<file path="config.mk">
export PLATFORM = sky130hd
export DESIGN_NAME = sr_flag_bank
export DESIGN_NICKNAME = d
export VERILOG_FILES = /design/src/rtl/sr_bank_pkg.sv /design/src/rtl/sr_flag_cell.sv /design/src/rtl/sr_flag_bank.sv
export SDC_FILE = /design/constraint.sdc
export NUM_CORES = 1
export LEC_CHECK = 0
export CAP_MARGIN = 5
export CORE_ASPECT_RATIO = 0.8
export CORE_MARGIN = 3
export CORE_UTILIZATION = 45
export DETAILED_ROUTE_END_ITERATION = 8
export MAX_ROUTING_LAYER = met4
export PLACE_DENSITY = 0.78
export REMOVE_ABC_BUFFERS = 1
export SLEW_MARGIN = 15
export SYNTH_ARGS = -nofsm -noshare
export SYNTH_HDL_FRONTEND = slang
export SYNTH_HIERARCHICAL = 1
export SYNTH_SLANG_ARGS = --single-unit
</file>
<file path="constraint.sdc">
create_clock -name clk -period 1.8 [get_ports clk]
set_input_delay 0.27 -clock clk [delete_from_list [all_inputs] [get_ports clk]]
set_output_delay 0.27 -clock clk [all_outputs]
set_load 0.02 [all_outputs]
</file>
<file path="src/rtl/sr_bank_pkg.sv">
// sr_bank_pkg: shared constants and helpers for the set/reset flag bank.
//   MODE_*   set&clr same-cycle policy codes
//   lock_w() lockout down-counter width for a given lockout length
package sr_bank_pkg;

   localparam int MODE_HOLD = 0;
   localparam int MODE_SET  = 1;
   localparam int MODE_CLR  = 2;
   localparam int MODE_TOG  = 3;

   // Enough bits to hold n; a zero-length lockout still gets one bit so the
   // counter vector is never zero-width.
   function automatic int lock_w(input int n);
      int w;
      w = $clog2(n + 1);
      return (w < 1) ? 1 : w;
   endfunction

endpackage

</file>
<file path="src/rtl/sr_flag_cell.sv">
// sr_flag_cell: one synchronous SR flag channel with conflict policy and
// post-change lockout.
//   clk, reset     clock, synchronous active-high reset
//   en             request qualifier
//   set_req        set request (level)
//   clr_req        clear request (level)
//   q              registered flag state
//   rise, fall     one-cycle pulses in the first cycle q reads 1 / 0
//   busy           lockout active, requests are dropped
//   conflict_hit   set&clr&en this cycle (combinational, registered by the top)
module sr_flag_cell
   import sr_bank_pkg::*;
#(
   parameter int   CONFLICT_MODE = MODE_HOLD,
   parameter int   LOCK_CYCLES   = 0,
   parameter logic RESET_BIT     = 1'b0
) (
   input  logic clk,
   input  logic reset,
   input  logic en,
   input  logic set_req,
   input  logic clr_req,
   output logic q,
   output logic rise,
   output logic fall,
   output logic busy,
   output logic conflict_hit
);

   localparam int          CW       = lock_w(LOCK_CYCLES);
   localparam logic [CW-1:0] LOCK_VAL = CW'(LOCK_CYCLES);

   logic [CW-1:0] cnt;
   logic          q_nxt;
   logic          changed;

   assign busy         = (cnt != '0);
   assign conflict_hit = en & set_req & clr_req;

   always_comb begin
      q_nxt = q;
      // Requests arriving while locked are dropped outright, not queued.
      if (en && !busy) begin
         if (set_req && !clr_req) begin
            q_nxt = 1'b1;
         end else if (clr_req && !set_req) begin
            q_nxt = 1'b0;
         end else if (set_req && clr_req) begin
            if (CONFLICT_MODE == MODE_SET) begin
               q_nxt = 1'b1;
            end else if (CONFLICT_MODE == MODE_CLR) begin
               q_nxt = 1'b0;
            end else if (CONFLICT_MODE == MODE_TOG) begin
               q_nxt = ~q;
            end
         end
      end
   end

   // A request equal to the current state is not a change: no pulse, no lockout.
   assign changed = (q_nxt != q);

   always_ff @(posedge clk) begin
      if (reset) begin
         q    <= RESET_BIT;
         rise <= 1'b0;
         fall <= 1'b0;
         cnt  <= '0;
      end else begin
         q    <= q_nxt;
         rise <= changed & q_nxt;
         fall <= changed & ~q_nxt;
         // Down-counter: reload on every change, otherwise count to zero and stop.
         if (changed) begin
            cnt <= LOCK_VAL;
         end else if (cnt != '0) begin
            cnt <= cnt - CW'(1);
         end
      end
   end

endmodule

</file>
<file path="src/rtl/sr_flag_bank.sv">
// sr_flag_bank: parametrised bank of N_CH set/reset flags guarding the
// magnetron enable path, with per-channel lockout and a sticky conflict flag.
//   clk, reset      clock, synchronous active-high reset
//   en              request qualifier for all channels
//   set_req/clr_req per-channel set / clear requests
//   conflict_clr    clears the sticky conflict flag
//   q               flag state
//   rise/fall       per-channel change pulses
//   busy            per-channel lockout indicator
//   conflict        sticky: some channel saw set&clr with en=1
module sr_flag_bank
   import sr_bank_pkg::*;
#(
   parameter int              N_CH          = 4,
   parameter int              CONFLICT_MODE = MODE_HOLD,
   parameter int              LOCK_CYCLES   = 0,
   parameter logic [N_CH-1:0] RESET_VAL     = '0
) (
   input  logic            clk,
   input  logic            reset,
   input  logic            en,
   input  logic [N_CH-1:0] set_req,
   input  logic [N_CH-1:0] clr_req,
   input  logic            conflict_clr,
   output logic [N_CH-1:0] q,
   output logic [N_CH-1:0] rise,
   output logic [N_CH-1:0] fall,
   output logic [N_CH-1:0] busy,
   output logic            conflict
);

   if (CONFLICT_MODE < MODE_HOLD || CONFLICT_MODE > MODE_TOG) begin : g_bad_mode
      $error("sr_flag_bank: CONFLICT_MODE must be 0..3");
   end
   if (N_CH < 1) begin : g_bad_nch
      $error("sr_flag_bank: N_CH must be at least 1");
   end
   if (LOCK_CYCLES < 0) begin : g_bad_lock
      $error("sr_flag_bank: LOCK_CYCLES must be non-negative");
   end

   logic [N_CH-1:0] conflict_hit;

   for (genvar i = 0; i < N_CH; i++) begin : g_ch
      sr_flag_cell #(
         .CONFLICT_MODE (CONFLICT_MODE),
         .LOCK_CYCLES   (LOCK_CYCLES),
         .RESET_BIT     (RESET_VAL[i])
      ) u_cell (
         .clk          (clk),
         .reset        (reset),
         .en           (en),
         .set_req      (set_req[i]),
         .clr_req      (clr_req[i]),
         .q            (q[i]),
         .rise         (rise[i]),
         .fall         (fall[i]),
         .busy         (busy[i]),
         .conflict_hit (conflict_hit[i])
      );
   end

   // A fresh conflict outranks a simultaneous clear so no event is lost.
   always_ff @(posedge clk) begin
      if (reset) begin
         conflict <= 1'b0;
      end else if (|conflict_hit) begin
         conflict <= 1'b1;
      end else if (conflict_clr) begin
         conflict <= 1'b0;
      end
   end

endmodule
</file>
==> results of run 1 <==
[worst paths after layout]
check,cells after the start,slack [ps],end
max,1,190,q[0]
min,2,490,conflict$_SDFFE_PP0P_
max reg2reg,5,710,g_ch[0].u_cell/rise$_SDFF_PP0_
min reg2reg,2,490,conflict$_SDFFE_PP0P_
[stage by stage]
step | hold WS (ps) | util [%]
after floorplan | 339 | -
after global placement | 462 | 73.9
after detailed placement | 477 | 73.9
after CTS | 493 | 75.7
after global routing | 517 | 75.7
final | 486 | 75.7
[per-layer routing]
layer  vias up  wire length, um  GRT usage (%)
met5         -                0              -
met4         0               19           4.71
met3         2              111           6.67
met2        22              569           21.8
met1       265              657           19.6
li1        325                -              -
[layout by cell type, fill, tap and decap left out]
| cell type | instances |
|---|---|
| a21oi_1 | 5 |
| nor2b_1 | 4 |
| inv_1 | 8 |
| clkdlybuf4s50_1 | 28 |
| buf_4 | 1 |
| or2_1 | 4 |
| o21ai_2 | 4 |
| dfxtp_1 | 17 |
| nand2b_1 | 1 |
| o22ai_1 | 4 |
| nor4_2 | 5 |
| conb_1 | 4 |
| nand2b_4 | 4 |
| and3_2 | 4 |
| clkbuf_4 | 3 |
| nand2_1 | 4 |
| clkbuf_1 | 1 |
| a31oi_1 | 4 |
| buf_12 | 1 |
| ha_1 | 4 |
[kinds of logic after synthesis]
group / share of synthesized area (%)
AND/OR/NAND/NOR: 28.6
buffers and inverters: 3.93
adder cells (fa/ha/maj): 6.55
other: 1.96
flip-flops: 44.5
AO/OA/AOI/OAI: 14.4
[final cells by class]
class	count	area (um^2)	share of cell area (%)
flip-flops and latches	17	340	30.3
repair buffers	30	308	27.4
inverters	8	30.0	2.67
well taps	21	26.3	2.34
multi-input cells	51	394	35.0
clock buffers	4	26.3	2.34
[flip-flops by register name, summed over array words and instances (netlist names)]
register          cells
conflict              1
g_ch.u_cell/busy      4
g_ch.u_cell/fall      4
g_ch.u_cell/q         4
g_ch.u_cell/rise      4
[power by group]
group | switching [mW] | internal, mW | total, mW
registers | 0.0133 | 0.392 | 0.406
clock network | 0.116 | 0.0862 | 0.202
logic | 0.0724 | 0.0828 | 0.155
total | 0.201 | 0.561 | 0.763
==> metrics, run 1 <==
status=complete, no violations; fmax=621 MHz; Top delay family on crit path=buffers and inverters; global-route wire length before repair=2.50 mm; startpoint type of the worst setup path=flip-flop; site row count=12; Seq/Total Area, Yosys=44.5%; TritonCTS clock tree=done; First DRT Iteration DRCs=4; cts repair resizes=0; CP Launch Point=g_ch[0].u_cell/q$_SDFF_PP0_; pin count of the biggest net entering global routing=18; via/cell ratio=4.69; Fillers=120; total CTS buffers=3; Placed Cells=127; drt pass-1 iters=4; Main synth FF type=dfxtp_1; Max Cap Viol=0; RR Startpoint=g_ch[0].u_cell/busy$_SDFF_PP0_; overall routing resource usage=15.4%; GRT overflow=0; Final Max Tran Viols=0; Layout area overhead=47.1%; crit path buf inv count=1; synthesized area per cell=10.1 um^2; Leakage=0.436 nW; warnings from Yosys=6; Initial Utilization=51.4%; hold wc startpoint=conflict$_SDFFE_PP0P_; post-DP HPWL=1.03 mm; final hold viol count=0; Netlist cell types=15; Worst Skew=1.86 ps; Tcrit/Tclk final=89.5%; Crit path required time=1530 ps; Slowest-stage cell, CP=clkdlybuf4s50_1; critical path endpoint category=primary output; # Post-CTS Setup Buffers=0; clk root buf=clkbuf_4; Async SR Flop Fraction=0%; Post-DRT Antenna Nets=0; most instantiated library cell after synthesis=dfxtp_1; final setup fails=0; Skew-Pair Late Insertion Delay=290 ps; Final Wtd Congestion=0.794; post-route minimum period=1610 ps; drc violations=0; slowest stage delay, CP=640 ps; Post-Synthesis Cell Area=764 um^2; Nets=127; Hold Crit Class=reg -> reg; fraction of layout cells with a size suffix above 1=20.0%; synth top area cells=dfxtp_1 45%, nor4_2 8.2%, nand2b_4 7.2%; Die X-Extent=52.1 um; CTS max path bufs=2; number of global-route vias before repair=559; Arr. time, crit path=1340 ps; most instantiated cells after synthesis=17 x dfxtp_1, 8 x inv_1, 5 x a21oi_1, 5 x nor4_2; Die Y=42.9 um; power per cell area=678 mW/mm^2; Vias=614; EDFF count, synth=0; Peak VDD IR=0.601 mV; Post-Syn Instances=76; WL per Instance=10.4 um; CTS clock-pin slew for the worst setup and hold paths=90 ps; Setup TNS Final=0 ps; initial antenna violation count=0; critical-path cell list=clkdlybuf4s50_1; post-synth top area cell=dfxtp_1; CP Max Fanout=5; top cell type's share of synthesized area=44.5%; Port Buffer Count=28; # IOs=29; Cell Count, Final, Fillers Out=131; ANT cells=0; CTS sink count=17; Seq cells post-synth=17; Post-Layout Inst Area=0.00112 mm^2; htree depth=1; placed inst area=0.00110 mm^2; Setup WS pre-CTS=185 ps; CTS Hold Buffers Added=0; final WL=1.36 mm; die area=0.00223 mm^2; core area=0.00149 mm^2; RSZ-0062 raised after global routing=false; fin worst setup slack=189 ps; CP Class=reg -> out; Total Power=0.763 mW
Power figures use the tool's default switching activity.
==> inputs of run 2 (changes only) <==
--- a/config.mk
+++ b/config.mk
@@ -9,6 +9,7 @@
 export CORE_ASPECT_RATIO = 0.8
 export CORE_MARGIN = 3
 export CORE_UTILIZATION = 45
+export CTS_CLUSTER_DIAMETER = 120
 export DETAILED_ROUTE_END_ITERATION = 8
 export MAX_ROUTING_LAYER = met4
 export PLACE_DENSITY = 0.78
==> results of run 2 <==
The final DEF is identical to that of run 1; final timing and power are the same.
